===== src/rtl/load_store_unit.sv =====
// load_store_unit: the core-side load/store engine for a single-port, word-wide
// data memory whose read data is registered one cycle after mem_read_enable.
// Byte and halfword stores are done as a read-modify-write of the whole word.
// Optional feature macro: LSU_MISALIGN_TRAP_EN. When it is defined, misaligned
// half/word accesses are rejected. When it is not defined, the low address bits
// are cleared so the access is aligned.
// Handshake: a request is accepted on a rising edge where req_valid && req_ready.
// req_ready is high only in IDLE. Each accepted request produces exactly one
// single-cycle rsp_valid pulse, and rsp_err qualifies that pulse.
module load_store_unit #(
  parameter int DEPTH_WORDS = 32
) (
  input  logic        clk,
  input  logic        rst_n,
  input  logic        req_valid,
  output logic        req_ready,
  input  logic        req_we,
  input  logic [31:0] req_addr,
  input  logic [1:0]  req_size,
  input  logic        req_unsigned,
  input  logic [31:0] req_wdata,
  output logic        rsp_valid,
  output logic [31:0] rsp_rdata,
  output logic        rsp_err,
  output logic        mem_write_enable,
  output logic        mem_read_enable,
  output logic [31:0] mem_address,
  output logic [31:0] mem_data_in,
  input  logic [31:0] mem_data_out
);

  localparam logic [31:0] DEPTH_U = 32'(DEPTH_WORDS);

  typedef enum logic [2:0] {
    S_IDLE, S_LD_REQ, S_LD_DATA, S_ST_WR, S_RMW_RD, S_RMW_WR, S_ERR
  } state_e;

  state_e      state_q, state_d;
  logic [31:0] addr_q, addr_d;
  logic [1:0]  size_q, size_d;
  logic        unsigned_q, unsigned_d;
  logic [31:0] wdata_q, wdata_d;
  logic        rsp_valid_q, rsp_valid_d;
  logic        rsp_err_q, rsp_err_d;
  logic [31:0] rsp_rdata_q, rsp_rdata_d;

  logic        accept;
  logic        misalign;
  logic        illegal;
  logic [31:0] addr_aligned;
  logic [31:0] ld_result;
  logic [31:0] merged;

  // Request decode: legality checks and address alignment.
  always_comb begin
    accept   = req_valid && (state_q == S_IDLE);
`ifdef LSU_MISALIGN_TRAP_EN
    misalign = ((req_size == 2'b01) && req_addr[0]) ||
               ((req_size == 2'b10) && (req_addr[1:0] != 2'b00));
`else
    misalign = 1'b0;
`endif
    illegal  = (req_size == 2'b11) || ({2'b00, req_addr[31:2]} >= DEPTH_U) || misalign;
    // Clearing the low bits is harmless in the trap build, because misaligned
    // requests never reach memory there.
    addr_aligned = req_addr;
    if (req_size == 2'b01) addr_aligned[0]   = 1'b0;
    if (req_size == 2'b10) addr_aligned[1:0] = 2'b00;
  end

  // Load lane extraction and store lane merge from the registered memory word.
  always_comb begin
    ld_result = mem_data_out;
    merged    = mem_data_out;
    case (size_q)
      2'b00: begin
        case (addr_q[1:0])
          2'd0: begin ld_result = {{24{~unsigned_q & mem_data_out[7]}},  mem_data_out[7:0]};   merged[7:0]   = wdata_q[7:0]; end
          2'd1: begin ld_result = {{24{~unsigned_q & mem_data_out[15]}}, mem_data_out[15:8]};  merged[15:8]  = wdata_q[7:0]; end
          2'd2: begin ld_result = {{24{~unsigned_q & mem_data_out[23]}}, mem_data_out[23:16]}; merged[23:16] = wdata_q[7:0]; end
          default: begin ld_result = {{24{~unsigned_q & mem_data_out[31]}}, mem_data_out[31:24]}; merged[31:24] = wdata_q[7:0]; end
        endcase
      end
      2'b01: begin
        if (addr_q[1]) begin
          ld_result = {{16{~unsigned_q & mem_data_out[31]}}, mem_data_out[31:16]};
          merged[31:16] = wdata_q[15:0];
        end else begin
          ld_result = {{16{~unsigned_q & mem_data_out[15]}}, mem_data_out[15:0]};
          merged[15:0] = wdata_q[15:0];
        end
      end
      default: ;
    endcase
  end

  // Next-state logic.
  always_comb begin
    state_d = state_q;
    case (state_q)
      S_IDLE: begin
        if (accept) begin
          if (illegal)                 state_d = S_ERR;
          else if (!req_we)            state_d = S_LD_REQ;
          else if (req_size == 2'b10)  state_d = S_ST_WR;
          else                         state_d = S_RMW_RD;
        end
      end
      S_LD_REQ:  state_d = S_LD_DATA;
      S_LD_DATA: state_d = S_IDLE;
      S_ST_WR:   state_d = S_IDLE;
      S_RMW_RD:  state_d = S_RMW_WR;
      S_RMW_WR:  state_d = S_IDLE;
      S_ERR:     state_d = S_IDLE;
      default:   state_d = S_IDLE;
    endcase
  end

  // Datapath and response next values.
  always_comb begin
    addr_d      = addr_q;
    size_d      = size_q;
    unsigned_d  = unsigned_q;
    wdata_d     = wdata_q;
    rsp_rdata_d = rsp_rdata_q;
    rsp_valid_d = 1'b0;
    rsp_err_d   = 1'b0;
    if (accept) begin
      addr_d     = addr_aligned;
      size_d     = req_size;
      unsigned_d = req_unsigned;
      wdata_d    = req_wdata;
      // The error response is raised at the acceptance edge, so that it lands
      // one cycle after acceptance. This coincides with the single ERR cycle.
      rsp_valid_d = illegal;
      rsp_err_d   = illegal;
    end
    if (state_q == S_LD_DATA) rsp_rdata_d = ld_result;
    if ((state_q == S_LD_DATA) || (state_q == S_ST_WR) || (state_q == S_RMW_WR))
      rsp_valid_d = 1'b1;
  end

  // Output decode from the current state; reset forces the strobes low at once.
  always_comb begin
    req_ready        = (state_q == S_IDLE);
    mem_read_enable  = (state_q == S_LD_REQ) || (state_q == S_RMW_RD);
    mem_write_enable = (state_q == S_ST_WR)  || (state_q == S_RMW_WR);
    mem_address      = {2'b00, addr_q[31:2]};
    mem_data_in      = (state_q == S_RMW_WR) ? merged : wdata_q;
    rsp_valid        = rsp_valid_q;
    rsp_err          = rsp_err_q;
    rsp_rdata        = rsp_rdata_q;
  end

  // State and datapath registers.
  always_ff @(posedge clk or negedge rst_n) begin
    if (!rst_n) begin
      state_q     <= S_IDLE;
      addr_q      <= '0;
      size_q      <= '0;
      unsigned_q  <= 1'b0;
      wdata_q     <= '0;
      rsp_valid_q <= 1'b0;
      rsp_err_q   <= 1'b0;
      rsp_rdata_q <= '0;
    end else begin
      state_q     <= state_d;
      addr_q      <= addr_d;
      size_q      <= size_d;
      unsigned_q  <= unsigned_d;
      wdata_q     <= wdata_d;
      rsp_valid_q <= rsp_valid_d;
      rsp_err_q   <= rsp_err_d;
      rsp_rdata_q <= rsp_rdata_d;
    end
  end

endmodule

===== config.mk =====
export PLATFORM = sky130hd
export DESIGN_NAME = load_store_unit
export DESIGN_NICKNAME = d
export VERILOG_FILES = /design/src/rtl/load_store_unit.sv
export SDC_FILE = /design/constraint.sdc
export NUM_CORES = 1
export LEC_CHECK = 0
export CORE_MARGIN = 4
export CORE_UTILIZATION = 49
export CTS_BUF_LIST = sky130_fd_sc_hd__clkbuf_2
export DETAILED_ROUTE_END_ITERATION = 12
export PLACE_DENSITY = 0.86
export SLEW_MARGIN = 20
export SYNTH_ARGS = -nofsm -noshare
export SYNTH_HDL_FRONTEND = slang
export SYNTH_SLANG_ARGS = --single-unit

===== constraint.sdc =====
create_clock -name clk -period 3.1 [get_ports clk]
set_input_delay 0.62 -clock clk [delete_from_list [all_inputs] [get_ports clk]]
set_output_delay 0.62 -clock clk [all_outputs]
set_load 0.02 [all_outputs]

=== Word level (Yosys, flattened, before mapping) ===
Cells that the tools add are included.

* Bits in registers: 104
* Bits of input ports: 103
* Output and inout bits: 101
* Word-level logic and storage cells: 56

* Magnitude comparators: 1
* Equality and inequality tests: 12
* Multiplexer cells: 20
* Bitwise gates (word level): 5
* Reduce and logical (&&, ||, !) cells: 10

{| class="wikitable"
|+ Operator list
! cell !! count
|-
| $pmux W32 S2 || 2
|-
| $pmux W32 S3 || 1
|-
| $mux W32 || 2
|-
| $mux W16 || 2
|-
| $mux W8 || 4
|-
| $ge A30 B6 Y1 const B || 1
|-
| $mux W3 || 4
|-
| $pmux W3 S3 || 1
|-
| $eq A2 B1 Y1 const B || 3
|-
| $eq A2 B2 Y1 const B || 3
|-
| $eq A3 B2 Y1 const B || 2
|-
| $eq A3 B3 Y1 const B || 2
|-
| $logic_or A1 B1 Y1 || 5
|-
| $and A1 B1 Y1 || 4
|-
| $logic_not A2 Y1 || 2
|-
| $eq A3 B1 Y1 const B || 1
|-
| $logic_not A3 Y1 || 1
|-
| $mux W1 || 3
|-
| $reduce_or A3 Y1 || 1
|-
| $mux W2 || 1
|-
| $ne A2 B1 Y1 const B || 1
|-
| $logic_and A1 B1 Y1 || 1
|-
| $not A1 Y1 || 1
|}

=== Depth between registers and ports, before layout ===
Gate-level depths: netlist of run 1.

* Depth after elaboration: 6
* Mapped depth: 7

=== Least setup slack after synthesis of run 1 ===
Ideal clock, no wire load.

* Path kind: register to output
* Start point: register size_q[0]
* End point: output mem_data_in[16]
* Data arrival time: 1.704 ns
* Data required time: 2.480 ns
* Setup slack: 0.776 ns
* Cell stages (with the launch flop): 8
* Cells stage by stage: dfrtp_1 > buf_4 > nand2b_1 > buf_2 > and2_1 > buf_2 > mux2i_1 > o21ai_0

* Word-level cells in the longest chain between the ends: 3

{| class="wikitable"
|+ RTL lines
! item !! RTL line !! source
|-
| start: declaration || 40 || <nowiki>logic [1:0] size_q, size_d;</nowiki>
|-
| start signal: assignment || 169 || <nowiki>size_q <= size_d;</nowiki>
|-
| $eq A2 B1 Y1 or $logic_not A2 Y1 (tied branches) || 75 || <nowiki>case (size_q)</nowiki>
|-
| $pmux W32 S2 * || 75 ||
|-
| $mux W32 * || 149 || <nowiki>mem_data_in = (state_q == S_RMW_WR) ? merged : wdata_q;</nowiki>
|-
| end: declaration || 28 || <nowiki>output logic [31:0] mem_data_in,</nowiki>
|}

Mark *: on every way between the ends. The rest lies on a longest branch, timed or not.

=== Worst setup path in the final report of run 1 ===
* Start point: register addr_q[1]
* End point: output mem_data_in[31]

* Word-level cells in the longest chain between the ends: 5

{| class="wikitable"
|+ RTL lines
! item !! RTL line !! source
|-
| start: declaration || 39 || <nowiki>logic [31:0] addr_q, addr_d;</nowiki>
|-
| start signal: assignment || 168 || <nowiki>addr_q <= addr_d;</nowiki>
|-
| $eq A2 B2 Y1, or another cell as far along || 77 || <nowiki>case (addr_q[1:0])</nowiki>
|-
| $reduce_or A3 Y1 (no line) || - ||
|-
| $mux W8 || 77 ||
|-
| $pmux W32 S2 * || 75 ||
|-
| $mux W32 * || 149 ||
|}

Marks and branches as above.

==> results of run 1 <==
per-layer routing:
| metal | part of all wire | up-vias | track usage |
|---|---|---|---|
| met5 | 0 | - | 0 |
| met4 | 0.038 | 0 | 0.125 |
| met3 | 0.094 | 48 | 0.0731 |
| met2 | 0.47 | 322 | 0.462 |
| met1 | 0.40 | 2796 | 0.380 |
| li1 | - | 2675 | - |
state kept, by name (all words and copies together) (netlist names):
signal and count:
addr_q 32, rsp_err 1, rsp_rdata 32, rsp_valid 1
size_q 2, state_q 3, unsigned_q 1, wdata_q 32
logic make-up (layout without fill, tap and decap cells):
| logic type | after synthesis | count (layout) | share of synthesized area |
|---|---|---|---|
| flip-flops | 104 | 104 | 0.450 |
| multiplexers | 18 | 18 | 0.0329 |
| AND/OR/NAND/NOR | 309 | 309 | 0.227 |
| buffers and inverters | 89 | 267 | 0.0906 |
| XOR/XNOR | 1 | 1 | 0.00151 |
| AO/OA/AOI/OAI | 170 | 170 | 0.198 |
| other | 1 | 2 | 0.000648 |
synth_stat cells (all sizes together) (4+ instances only):
| master | instances | area share |
|---|---|---|
| nor2 | 30 | 0.020 |
| inv | 4 | 0.0026 |
| mux2 | 8 | 0.016 |
| mux2i | 10 | 0.017 |
| nand2 | 228 | 0.15 |
| a221oi | 8 | 0.013 |
| and2b | 5 | 0.0065 |
| o21ai | 54 | 0.047 |
| a211o | 7 | 0.011 |
| nand2b | 5 | 0.0054 |
| a31oi | 18 | 0.019 |
| a21o | 7 | 0.0091 |
| a21oi | 29 | 0.026 |
| dfrtp | 104 | 0.45 |
| a2bb2oi | 8 | 0.012 |
| a22oi | 16 | 0.021 |
| nand3b | 8 | 0.010 |
| clkbuf | 18 | 0.012 |
| a41oi | 8 | 0.017 |
| nor4 | 5 | 0.0054 |
| o22a | 8 | 0.012 |
| nor2b | 13 | 0.014 |
| buf | 67 | 0.076 |
timing repair:
item / 4_1_cts / 5_1_grt
endpoints found under the hold margin: 42 / 0
gates resized for setup: 50 / 34
hold buffers: 1 / 0
setup endpoints to repair: 32 / 16
gates cloned: 1 / 0
setup buffers: 12 / 5
layout make-up:
cell class	count	area, sq um	area share
Clock inverter	6	75.1	0.00943
Timing Repair Buffer	246	2310	0.290
Tap cell	143	179	0.0225
Clock buffer	10	50.0	0.00628
Sequential cell	104	2610	0.328
Multi-Input combinational cell	500	2710	0.340
Timing Repair inverter	1	7.51	0.000943
Inverter	4	18.8	0.00236
where the power goes:
group	switching, W	total (W)	internal [W]
Clock	0.000499	0.000704	0.000205
Sequential	0.000576	0.00259	0.00202
Combinational	0.00295	0.00515	0.00220
Total	0.00402	0.00845	0.00442
per-stage QoR:
stage               cell area (sq um)  hold WS (ns)  power (W)  std cells  worst slack (ns)
CTS                              7940         0.421    0.00840       1009           0.00112
floorplan                        5790         0.324    0.00570        693             0.776
finish                           7960         0.450    0.00845       1014            0.0737
detailed placement               7690         0.463    0.00772        979            0.0439
global route                     7960         0.424    0.00900       1014           -0.0527
global placement                 7690         0.456    0.00758        979           -0.0100
worst register-to-register path: cells and delay by family, from the launching register on:
kind | cells | cell delay [ns]
simple gates | 1 | 0.30
compound gates | 3 | 1.19
flops | 1 | 0.52
buf+inv | 1 | 0.18
final timing paths:
check,end,start
min reg2reg,addr_q[28]$_DFFE_PN0P_,addr_q[28]$_DFFE_PN0P_
min in group asynchronous,rsp_rdata[27]$_DFFE_PN0P_,rst_n
max reg2reg,rsp_rdata[24]$_DFFE_PN0P_,addr_q[1]$_DFFE_PN0P_
min,wdata_q[1]$_DFFE_PN0P_,req_wdata[1]
max in group asynchronous,size_q[1]$_DFFE_PN0P_,rst_n
max,mem_data_in[31],addr_q[1]$_DFFE_PN0P_
==> metrics.md, run 1 <==
| Metric | Value |
|---|---|
| Largest stage delay, worst path | 0.50 ns |
| Syn avg cell area | between 8 and 9 sq um |
| Fin crit share | 0.976 |
| Overflow left after global routing | 0 |
| Register-to-Register Path Depth | 5 |
| Number of max-cap violations | 0 |
| # DRC | 0 |
| Die area | roughly 14000 sq um |
| Vias | slightly below 6000 |
| Final Hold Fails | 0 |
| Critical path class | flop to primary output |
| Critical Path, Cell by Cell | buf_6 -> clkinvlp_4 -> a22oi_2 -> o21ai_0 -> o22a_1 -> dlygate4sd2_1 |
| Port Buffers | approximately 200 |
| Synth warnings | 0 |
| CP Max Fanout | 12 |
| Max transition margin | 0.361 |
| Crit. End Element | primary output |
| Flop-to-flop setup slack | ~0.86 ns |
| Synth async-reset ratio | 1.00 |
| N_diodes | 0 |
| CTS Buffer Depth | 2 |
| WP depth | 6 |
| Layout cells sized above 1 | 0.119 |
| Nets | between 900 and 1000 |
| Row Count | 39 |
| Outcome | finished, final reports clean |
| First-pass GRT wire length | approximately 30000 um |
| WP buf/inv | 3 |
| Fmax | roughly 330 MHz |
| Root Driver | clkbuf_2 |
| DIE WIDTH | 117 um |
| Core Util, Final | 0.694 |
| P&R area growth vs syn | 37.6% |
| Post-DP HPWL | around 15000 um |
| Pin count of the biggest net entering global routing | 56 |
| First-pass detailed-route iteration total | 7 |
| Prevailing post-synth register cell | dfrtp_1 |
| Most common cell after layout, fill and taps aside | nand2_1 |
| Commonest non-fill, non-tap cells in the layout | nand2_1 (226), clkdlybuf4s50_1 (168), dfrtp_1 (98) |
| Final setup skew | roughly 0.026 ns |
| Worst hold path cell count | 3 |
| Placeable Area | roughly 11000 sq um |
| Worst slew pin tran | roughly 0.96 ns |
| Setup TNS Final | 0 ns |
| Post-route ant nets | 0 |
| Vias in the first global route | between 5000 and 6000 |
| Family with the most delay on the worst path | buffers and inverters |
| Initial Util | 0.505 |
| Worst skew pair latency | ~0.63 ns |
| Synth cell types | between 50 and 60 |
| Pwr Density | 1060 nW/um^2 |
| CTS H-tree depth | 3 |
| Setup violations, final | 0 |
| Gr usage total | 0.291 |
| Initial antenna violation count | 0 |
| DRT iter0 DRCs | approximately 530 |
| Num ports | roughly 200 |
| LEAKAGE | roughly 3.6 nW |
| Maximum VDD drop | between 600 and 700 uV |
| GP Congestion | a little under 0.9 |
| Register area share after synthesis | 0.450 |
| CTS Buf Count | 9 |
| Final WL | ~20000 um |
| Tmin final | slightly above 3 ns |
| EDFF count, synth | 0 |
| RSZ-0062 raised after global routing | true |
| Syn Inst Count | around 700 |
| Sinks on Clock Net | roughly 100 |
| Height of the chip | approximately 120 um |
| Synth Register Bits | 104 |
| Pins over their slew limit | 0 |
| Avg WL per Cell | ~20 um |
| Fillers | between 900 and 1000 |
| Synth Cell Area | roughly 5800 sq um |
| Critical Path Slowest Stage Cell | dfrtp_2 |
| Critical Path AT | about 2.4 ns |
| Worst-path clk slew | between 0.3 and 0.4 ns |
| CTS tree | built |
| Data required time of the worst path | roughly 2.5 ns |
| Setup crit start kind | flop |
| Vias/cell | between 5 and 6 |
| Hold Crit Class | primary input to flop |
(Power assumes the default switching activity.)
==> run 2: changes to the inputs <==
ABC_CLOCK_PERIOD_IN_PS = 3100   (was default)
==> results of run 2 <==
No change in the layout: final DEF, timing and power equal those of run 1.
==> run 3: changes to the inputs <==
CORE_UTILIZATION = 44   (was 49)
PLACE_DENSITY = 0.78   (was 0.86)
SLEW_MARGIN = 25   (was 20)
==> metrics.md, run 3 (synthesized netlist as in run 1, its figures left out) <==
| Metric | Value |
|---|---|
| M2 GR Usage | 0.405 |
| Root Driver | clkbuf_2 |
| Hold Crit Class | primary input to asynchronous set/reset pin |
| Placeable Area | around 13000 sq um |
| Vias/cell | about 5.6 |
| Vias | 5768 |
| DIE WIDTH | about 120 um |
| Initial Util | 0.453 |
| Setup crit start kind | flop |
| Critical Path AT | about 2.4 ns |
| Dpl ws | roughly 0.070 ns |
| Data required time of the worst path | about 2.5 ns |
| Pwr Total | between 0.008 and 0.009 W |
| Die area | 15100 sq um |
| Outcome | finished, final reports clean |
| Post-DP HPWL | about 14000 um |
| N_diodes | 0 |
| Row Count | 41 |
| Num ports | between 200 and 250 |
| Fmax | ~330 MHz |
| Port Buffers | about 200 |
| Flop-to-flop setup slack | 0.81 ns |
| FF-to-FF End | rsp_rdata[24]$_DFFE_PN0P_ |
| Register-to-Register Path Depth | 5 |
| Nets | 958 |
| DRT iter0 DRCs | between 600 and 700 |
| Critical path class | flop to primary output |
| GP Congestion | 0.966 |
| Core Util, Final | 0.622 |
| Final WL | 19200 um |
| Critical Path, Cell by Cell | buf_12 -> and3b_2 -> a22oi_1 -> o21ai_0 -> o22a_1 -> dlygate4sd2_1 |
| Pwr Density | approximately 1100 nW/um^2 |
| First-pass detailed-route iteration total | 8 |
| Met1 Usage GRT | 0.333 |
| P&R area growth vs syn | 37.3% |
| Worst slew pin tran | about 0.93 ns |
| CTS Buffer Depth | 2 |
| Layout cells sized above 1 | 0.108 |
| WP buf/inv | 2 |
| Final setup margin | 0.0872 ns |
| Fin crit share | 0.972 |
| Worst skew pair latency | 0.62 ns |
| Worst-path clk slew | ~0.29 ns |
| Family with the most delay on the worst path | buffers and inverters |
| Gr busiest metal | met2 |
| Initial antenna violation count | 1 |
| CTS Buf Count | 9 |
| CTS tree | built |
| Post-route ant nets | 0 |
| Most common cell after layout, fill and taps aside | nand2_1 |
| Setup violations, final | 0 |
| Post-route design area | 7950 sq um |
| Hold WS | roughly 0.086 ns |
| Max transition margin | 0.378 |
| Gr usage total | 0.256 |
| Overflow left after global routing | 0 |
| LEAKAGE | 3.59 nW |
| Sinks on Clock Net | about 100 |
| Largest stage delay, worst path | between 0.4 and 0.5 ns |
| Height of the chip | ~120 um |
| Vias in the first global route | between 5000 and 6000 |
| First-pass GRT wire length | slightly below 30000 um |
| Fillers | ~1100 |
| Critical Path Slowest Stage Cell | dfrtp_1 |
| Maximum VDD drop | roughly 530 uV |
| Final setup skew | around 0.032 ns |
| DP Area | between 7000 and 8000 sq um |
| Tmin final | 3.01 ns |
| Number of max-cap violations | 0 |
| RSZ-0062 raised after global routing | true |
| Commonest non-fill, non-tap cells in the layout | nand2_1 (226), clkdlybuf4s50_1 (168), dfrtp_1 (99) |
| Final Hold Fails | 0 |
| CP Max Fanout | 21 |
| Pins over their slew limit | 0 |
| Crit. End Element | primary output |
| Pin count of the biggest net entering global routing | 75 |
| GR met3 Demand/Resource | 0.0558 |
| Avg WL per Cell | 18.6 um |
| CTS H-tree depth | 3 |
| # DRC | 0 |
| Reg2reg start | addr_q[1]$_DFFE_PN0P_ |
[run 3: stage by stage]
step                 TNS, ns  instances
global placement           0       1008
finish                     0       1032
floorplan                  0        693
CTS                 -0.00715       1029
global route         -0.0486       1032
detailed placement         0       1008
[run 3: worst max path at each step]
stage / startpoint / endpoint / slack (ns) / depth (start not counted)
after floorplan: size_q[0]$_DFFE_PN0P_ / mem_data_in[16] / 0.78 / 7
after global placement: mem_data_out[8] / mem_data_in[8] / 0.07 / 6
after detailed placement: mem_data_out[30] / mem_data_in[30] / 0.07 / 5
after CTS: state_q[1]$_DFFE_PN0P_ / mem_data_in[2] / -0.007 / 5
after global routing: addr_q[0]$_DFFE_PN0P_ / mem_data_in[16] / -0.02 / 6
final: addr_q[0]$_DFFE_PN0P_ / mem_data_in[27] / 0.09 / 6
[run 3: where the power goes]
| part | leakage (nW) | total, W | internal, W | switching, W |
|---|---|---|---|---|
| combinational | 2.26 | 0.00509 | 0.00217 | 0.00292 |
| sequential | 1.26 | 0.00257 | 0.00202 | 0.000557 |
| clock | 0.0772 | 0.000725 | 0.000266 | 0.000459 |
| total | 3.59 | 0.00838 | 0.00445 | 0.00393 |
[run 3: metal layers]
metal	wire length, um	vias up	part of all wire
met2	9010	317	0.47
met1	7520	2746	0.39
li1	-	2653	-
met3	1930	50	0.10
met5	9	-	0.00047
met4	743	2	0.039
[run 3: timing repair]
item / 4_1_cts / 5_1_grt
buffers inserted: 5 / 3
hold buffers: 0 / 0
gates resized for setup: 56 / 37
setup endpoints to repair: 32 / 22
pin swaps: 1 / 2
[run 3: layout make-up]
class / instances / area (sq um) / share of cell area
multi-input cells: 500 / 2710 / 0.341
flip-flops and latches: 104 / 2610 / 0.328
repair buffers: 236 / 2270 / 0.285
well taps: 172 / 215 / 0.0271
clock inverters: 6 / 83.8 / 0.0106
clock buffers: 10 / 50.0 / 0.00630
inverters: 4 / 15.0 / 0.00189
